--- src/rtl/systolic_host_driver.sv ---
// systolic_host_driver
//   Host-side sequencer for the 3x3 systolic accelerator. The host writes
//   weight words and the activation vector into local buffers. A start pulse
//   then runs one job: reset the accelerator, stream the weights, wait for the
//   pipeline, capture the result words, and hand them back to the host over a
//   valid/ready port.
//
// Ports
//   clk, reset              clock (posedge), synchronous active-high reset
//   cfg_wvalid/wready       host config write handshake (ready only in IDLE)
//   cfg_waddr/cfg_wdata     0..N_WGT-1 weight word, N_WGT activation, else invalid
//   cfg_err                 pulse on an accepted write to an invalid address
//   start, busy, done       job start pulse / job in progress / last word accepted
//   acc_rst, acc_data,
//   acc_in, acc_out         accelerator reset, weight bus, activation, result bus
//   res_valid/ready/data/last  result stream back to the host
module systolic_host_driver #(
    parameter int N_WGT     = 5,
    parameter int N_RES     = 5,
    parameter int RES_DELAY = 10,
    parameter int IN_W      = 24
) (
    input  logic            clk,
    input  logic            reset,
    input  logic            cfg_wvalid,
    output logic            cfg_wready,
    input  logic [2:0]      cfg_waddr,
    input  logic [31:0]     cfg_wdata,
    output logic            cfg_err,
    input  logic            start,
    output logic            busy,
    output logic            done,
    output logic            acc_rst,
    output logic [31:0]     acc_data,
    output logic [IN_W-1:0] acc_in,
    input  logic [31:0]     acc_out,
    output logic            res_valid,
    input  logic            res_ready,
    output logic [31:0]     res_data,
    output logic            res_last
);

    typedef enum logic [2:0] {IDLE, ARST, LOAD, WAIT, CAP, DRAIN} state_t;

    localparam logic [2:0] LAST_W   = 3'(N_WGT - 1);
    localparam logic [2:0] LAST_R   = 3'(N_RES - 1);
    localparam logic [2:0] ACT_ADDR = 3'(N_WGT);
    // WAIT spans RES_DELAY-1 cycles, which does not fit the 3-bit word
    // counter, so it gets its own wider counter.
    localparam int         WC_W     = $clog2(RES_DELAY);
    localparam logic [WC_W-1:0] LAST_WAIT = WC_W'(RES_DELAY - 2);

    state_t            state_q, state_d;
    logic [2:0]        cnt_q, cnt_d;      // weight index k, capture index j, drain idx
    logic [WC_W-1:0]   wcnt_q, wcnt_d;

    logic [31:0]       wbuf [N_WGT];
    logic [IN_W-1:0]   actbuf;
    logic [31:0]       rbuf [N_RES];

    logic              wr_accept;

    assign cfg_wready = (state_q == IDLE);
    assign wr_accept  = cfg_wvalid & cfg_wready;
    assign cfg_err    = wr_accept & (cfg_waddr > ACT_ADDR);
    assign busy       = (state_q != IDLE);
    assign acc_rst    = reset | (state_q == ARST);
    assign acc_in     = actbuf;
    assign res_valid  = (state_q == DRAIN);
    assign res_last   = (state_q == DRAIN) & (cnt_q == LAST_R);
    assign done       = (state_q == DRAIN) & res_ready & (cnt_q == LAST_R);

    always_comb begin
        acc_data = '0;
        if (state_q == LOAD) begin
            for (int unsigned i = 0; i < N_WGT; i++) begin
                if (cnt_q == 3'(i)) acc_data = wbuf[i];
            end
        end
    end

    always_comb begin
        res_data = '0;
        if (state_q == DRAIN) begin
            for (int unsigned i = 0; i < N_RES; i++) begin
                if (cnt_q == 3'(i)) res_data = rbuf[i];
            end
        end
    end

    always_comb begin
        state_d = state_q;
        cnt_d   = cnt_q;
        wcnt_d  = wcnt_q;
        unique case (state_q)
            IDLE: begin
                if (start) begin
                    state_d = ARST;
                    cnt_d   = '0;
                end
            end
            ARST: begin
                state_d = LOAD;
                cnt_d   = '0;
            end
            LOAD: begin
                if (cnt_q == LAST_W) begin
                    state_d = WAIT;
                    wcnt_d  = '0;
                end else begin
                    cnt_d = cnt_q + 3'd1;
                end
            end
            WAIT: begin
                if (wcnt_q == LAST_WAIT) begin
                    state_d = CAP;
                    cnt_d   = '0;
                end else begin
                    wcnt_d = wcnt_q + 1'b1;
                end
            end
            CAP: begin
                if (cnt_q == LAST_R) begin
                    state_d = DRAIN;
                    cnt_d   = '0;
                end else begin
                    cnt_d = cnt_q + 3'd1;
                end
            end
            DRAIN: begin
                if (res_ready) begin
                    if (cnt_q == LAST_R) begin
                        state_d = IDLE;
                        cnt_d   = '0;
                    end else begin
                        cnt_d = cnt_q + 3'd1;
                    end
                end
            end
            default: state_d = IDLE;
        endcase
    end

    always_ff @(posedge clk) begin
        if (reset) begin
            state_q <= IDLE;
            cnt_q   <= '0;
            wcnt_q  <= '0;
            actbuf  <= '0;
            for (int unsigned i = 0; i < N_WGT; i++) wbuf[i] <= '0;
            for (int unsigned i = 0; i < N_RES; i++) rbuf[i] <= '0;
        end else begin
            state_q <= state_d;
            cnt_q   <= cnt_d;
            wcnt_q  <= wcnt_d;
            if (wr_accept) begin
                for (int unsigned i = 0; i < N_WGT; i++) begin
                    if (cfg_waddr == 3'(i)) wbuf[i] <= cfg_wdata;
                end
                if (cfg_waddr == ACT_ADDR) actbuf <= cfg_wdata[IN_W-1:0];
            end
            // Capture is unconditional: the accelerator has no backpressure.
            if (state_q == CAP) begin
                for (int unsigned i = 0; i < N_RES; i++) begin
                    if (cnt_q == 3'(i)) rbuf[i] <= acc_out;
                end
            end
        end
    end

endmodule
--- config.mk ---
export PLATFORM = sky130hd
export DESIGN_NAME = systolic_host_driver
export DESIGN_NICKNAME = d
export VERILOG_FILES = /design/src/rtl/systolic_host_driver.sv
export SDC_FILE = /design/constraint.sdc
export NUM_CORES = 1
export LEC_CHECK = 0
export ABC_AREA = 1
export ABC_CLOCK_PERIOD_IN_PS = 4300
export BUFFER_PORTS_ARGS = -buffer_cell sky130_fd_sc_hd__buf_2
export CAP_MARGIN = 30
export CORE_MARGIN = 2
export CORE_UTILIZATION = 50
export DETAILED_ROUTE_END_ITERATION = 8
export PLACE_DENSITY = 0.75
export SLEW_MARGIN = 20
export SYNTH_ARGS = -nofsm -noshare
export SYNTH_HDL_FRONTEND = slang
export SYNTH_SLANG_ARGS = --single-unit
--- constraint.sdc ---
create_clock -name clk -period 4.3 [get_ports clk]
set_input_delay 0.43 -clock clk [delete_from_list [all_inputs] [get_ports clk]]
set_output_delay 0.43 -clock clk [all_outputs]
set_load 0.02 [all_outputs]
# Yosys cells after proc, flatten, opt, wreduce, memory -nomap -nowiden
# Memory sizes are Yosys's and may differ from the RTL's.
# Cells that the tools add are included.
# Widths: inputs -> output; s select.
dict set report totals {
  regBits 34
  ramBits 320
  inputBits 72
  memories 2
}
# name words width rd rd_clocked_by_memory_dff wr line_no
set mem_list {}
lappend mem_list {rbuf 5 32 5 0 5 59} ;# logic [31:0] rbuf [N_RES];
lappend mem_list {wbuf 5 32 5 0 5 57} ;# logic [31:0] wbuf [N_WGT];
dict set report op_classes {
  addsub 2
  order_cmp 1
  n_eq_ne 23
  n_mux 80
  bitwise_logic 16
  n_reduce_logical 10
}
# cell count
set op_table {}
lappend op_table {{$mux 32} 22}
lappend op_table {{$mux 1} 42}
lappend op_table {{$pmux 3 s6} 2}
lappend op_table {{$mux 3} 11}
lappend op_table {{$eq 3x2->1 const B} 6}
lappend op_table {{$eq 3x3->1 const B} 5}
lappend op_table {{$or 1x1->1} 11}
lappend op_table {{$ne 2x2->1 const B} 5}
lappend op_table {{$eq 3x1->1 const B} 3}
lappend op_table {{$logic_not 3->1} 3}
lappend op_table {{$mux 4} 2}
lappend op_table {{$pmux 4 s2} 1}
lappend op_table {{$ne 2x1->1 const B} 3}
lappend op_table {{$reduce_and 6->1} 1}
lappend op_table {{$reduce_bool 6->1} 1}
lappend op_table {{$and 1x1->1} 5}
lappend op_table {{$reduce_and 5->1} 1}
lappend op_table {{$add 4x1->4 const B} 1}
lappend op_table {{$eq 4x4->1 const B} 1}
lappend op_table {{$add 3x1->3 const B} 1}
lappend op_table {{$gt 3x3->1 const B} 1}
lappend op_table {{$reduce_and 3->1} 1}
lappend op_table {{$reduce_bool 3->1} 1}
lappend op_table {{$reduce_and 2->1} 1}
lappend op_table {{$reduce_bool 2->1} 1}

# Logic depth before layout (Yosys ltp)
dict set report depth {
  word_depth 7
  ltp_mapped 10
  ltp_nobuf 10
}

# Worst setup path after synthesis
# Ideal clock, no wire load.
dict set report synth_path {
  path_type {reg-to-reg}
  from {register state_q[1]}
  to {memory wbuf[3][4], in the netlist wbuf[0][100], enable pin}
  setup_ns 0.511
  arrival_ns 4.027
  required_time_ns 3.789
  path_slack_ns -0.239
  path_stages_with_launch 5
  period_less_slack_ns 4.539
  path_cell_list {dfxtp_1 buf_2 inv_2 nand3_2 o41ai_1}
}
# element line_no
set synth_lines {}
lappend synth_lines {{start, declared} 53} ;# state_t state_q, state_d;
lappend synth_lines {{start signal, assigned} 153} ;# state_q <= state_d;
lappend synth_lines {{end, declared} 57}

# Worst setup path in the final report
dict set report layout_path {
  from {register cnt_q[0]}
  to {output acc_data[5]}
}
dict set report layout_between {
  elab_chain_len 7
}
# element line_no
set layout_rtl {}
lappend layout_rtl {{start, declared} 54} ;# logic [2:0] cnt_q, cnt_d;
lappend layout_rtl {{start signal, assigned} 154} ;# cnt_q <= cnt_d;
lappend layout_rtl {{$logic_not 3->1} 77} ;# if (cnt_q == 3'(i)) acc_data = wbuf[i];
lappend layout_rtl {{$mux 32 (4 in series)} 77}
lappend layout_rtl {{$mux 32 *} 77}
lappend layout_rtl {{$mux 32 *} 75} ;# if (state_q == LOAD) begin
lappend layout_rtl {{end, declared} 34} ;# output logic [31:0] acc_data,
# Every way passes the cells marked *; elsewhere a longest branch is shown, timed or not.

==> flow_metrics.py <==
metrics = {
    "route": {
        "vias": 10082,
        "routed_via_density": 5.128,
        "drt_pass1_iterations": 5,
        "wl_per_cell_um": 16.35,
        "drt_iter0_markers": 1015,
        "drc": 0,
        "drtAntennaViolNets": 0,
        "wirelength_um": 32150,
    },
    "job": {
        "drv_cap": 0,
    },
    "critical_path": {
        "start_kind": "flop",
        "crit_required_ps": 3870,
        "cp_max_fo": 41,
        "end_kind": "output pin",
        "arrival_ps": 2850,
        "path_class": "reg2out",
        "r2r-start": "cnt_q[0]",
        "critPathLaunch": "cnt_q[0]",
    },
    "global_route": {
        "track_usage_pct": 20.85,
        "grt_pass1_vias": 9864,
        "grt_pass1_wl_um": 50750,
        "grt_max_degree": 91,
        "grt-ovfl-total": 0,
        "antenna_found_initial": 0,
    },
    "sta": {
        "hold_viol": 0,
        "tightestPinTransition_ps": 785.4,
        "fin_tns_setup_ps": 0,
        "finalSetupViolCount": 0,
        "slew_violations": 0,
        "timing.hold.ws_ps": 170.0,
        "min_period_ps": 3280,
        "slew_headroom_pct": 47.58,
        "rsz0062_at_grt": "no",
        "skew_ps": 24.81,
        "clock.fmax_mhz": 304.9,
        "period_share_pct": 76.27,
    },
    "die": {
        "die_x_um": 175.2,
        "io_pins": 167,
        "start_util_pct": 50.90,
        "die_area_um2": 30680,
        "rows": 62,
        "die_h_um": 175.2,
        "core-area_um2": 28780,
    },
    "cells_and_area": {
        "seq_area_um2": 10290,
        "diodes": 0,
        "fill_cells": 2264,
        "fin_area_um2": 17290,
        "drive_above_1_share_pct": 18.84,
        "area_growth_pct": 18.00,
        "multi_input_area_um2": 3780,
        "fin_util_pct": 60.06,
        "nets": 1637,
    },
    "worst_hold_path": {
        "hp-class": "in2reg",
        "min-delay-start": "cfg_wdata[7]",
    },
    "yosys": {
        "synth.avg_cell_area_um2": 10.48,
        "synth.yosys.seq_area_share_pct": 70.24,
        "ys_ff_latch": 354,
        "ys_warn_count": 0,
        "synth_cell_types": 26,
        "syn-cell-area_um2": 14650,
        "synthArstFlopShare_pct": 0,
        "synth_cells": 1398,
        "synth_edf_count": 320,
        "synth_fp_nets": 1477,
        "synth-main-ff-cell": "edfxtp_1",
    },
    "cts": {
        "hold_buffers": 0,
        "cts_buffer_depth": 3,
        "cts_sinks": 354,
        "cts_tree": "built",
        "post_cts_buffers": 0,
        "cts_root_buf": "clkbuf_16",
        "cts_resized": 0,
        "cts_max_level": 2,
        "cts_buffers": 37,
        "clk_latency_ps": 520,
        "cts.clk_slew.worst_paths_ps": 60,
    },
    "power_and_ir_drop": {
        "p_total_uw": 9820,
        "irDropWorstVdd_v": 0.0002979,
        "p_per_area_nw_per_um2": 568.1,
        "power_leakage_uw": 0.007977,
    },
    "placement": {
        "dpl_cell_area_um2": 15990,
        "post-dp-hpwl_um": 19660,
        "place_congestion": 0.7785,
        "io_buffers": 166,
    },
    "outcome": {
        "status": "finished clean",
    },
}
area by class of cell:
cell class / count / share of cell area (%)
repair buffers: 189 / 6.688
flip-flops and latches: 354 / 59.53
inverters: 90 / 1.983
well taps: 384 / 2.780
multi-input cells: 886 / 21.87
clock inverters: 14 / 1.180
clock buffers: 49 / 5.972
registers in the layout, indices dropped and copies added (netlist names):
signal   cells
state_q      3
rbuf       160
wbuf       160
acc_in      24
wcnt_q       4
cnt_q        3
cell usage in the layout, fill, tap and decap left out, types with 14 or more instances in the layout:
cell | synthesis | layout
nand2_1 | 483 | 483
edfxtp_1 | 320 | 320
nor2_1 | 195 | 195
buf_2 | 23 | 166
o21ai_1 | 74 | 74
a21oi_1 | 69 | 69
inv_1 | 52 | 50
inv_2 | 38 | 38
clkbuf_16 | 0 | 38
dfxtp_1 | 34 | 34
o21ai_0 | 23 | 18
buf_4 | 9 | 14
worst max-delay path: stages (launching register included):
cell     delay (ps)
dfxtp_1         330
inv_1           100
ha_1            200
nand2_1         150
nor2_4          590
buf_12          310
nand2_1          80
a21oi_1         230
o21ai_1          90
nand2_1          70
buf_2           170
final timing paths:
path / end / slack (ps) / cells after the start
min: acc_in[7] / 170 / 3
min reg2reg: acc_in[8] / 480 / 2
max: acc_data[5] / 1020 / 10
max reg2reg: rbuf[0][117] / 1730 / 8
metrics by stage:
stage          instances  worst slack, ps
4_1_cts             1963            760.3
3_3_place_gp        1895             1366
6_report            1966             1020
5_1_grt             1966            870.1
2_1_floorplan       1398           -238.8
3_5_place_dp        1900             1314
per-layer routing:
| metal | share of wire (%) | wire [um] | global-route usage, % |
|---|---|---|---|
| met5 | 0 | 0 | 0 |
| met2 | 49 | 15850 | 35.79 |
| met3 | 6.5 | 2087 | 3.394 |
| met1 | 42 | 13560 | 27.11 |
| met4 | 2.0 | 650 | 6.910 |
synth_stat cells, types with 4 or more instances:
| library cell | instances | share of area [%] |
|---|---|---|
| nand3_1 | 11 | 0.38 |
| buf_2 | 23 | 0.79 |
| dfxtp_1 | 34 | 4.6 |
| inv_1 | 52 | 1.3 |
| nor2_1 | 195 | 5.0 |
| clkbuf_1 | 36 | 0.92 |
| edfxtp_1 | 320 | 66 |
| nor3_1 | 4 | 0.14 |
| nand2_1 | 483 | 12 |
| nand3_2 | 4 | 0.27 |
| o21ai_0 | 23 | 0.79 |
| inv_2 | 38 | 0.97 |
| o21ai_1 | 74 | 2.5 |
| a21oi_1 | 69 | 2.4 |
| buf_4 | 9 | 0.46 |
| ha_1 | 7 | 0.60 |
power breakdown:
group	leakage, uW	internal [uW]	switching (uW)	total, uW
logic	0.00379	634	1600	2230
clock network	0.000601	1980	1240	3220
registers	0.00359	4230	134	4360
logic make-up (layout without fill, tap and decap cells):
| group | count (synthesis) | in the layout | synth area share [%] |
|---|---|---|---|
| buf+inv | 158 | 342 | 4.476 |
| flops | 354 | 354 | 70.24 |
| simple gates | 705 | 705 | 18.58 |
| fa+ha+maj | 7 | 7 | 0.5979 |
| compound gates | 173 | 173 | 6.047 |
| xor+xnor | 1 | 1 | 0.05980 |
(Power assumes the default switching activity.)
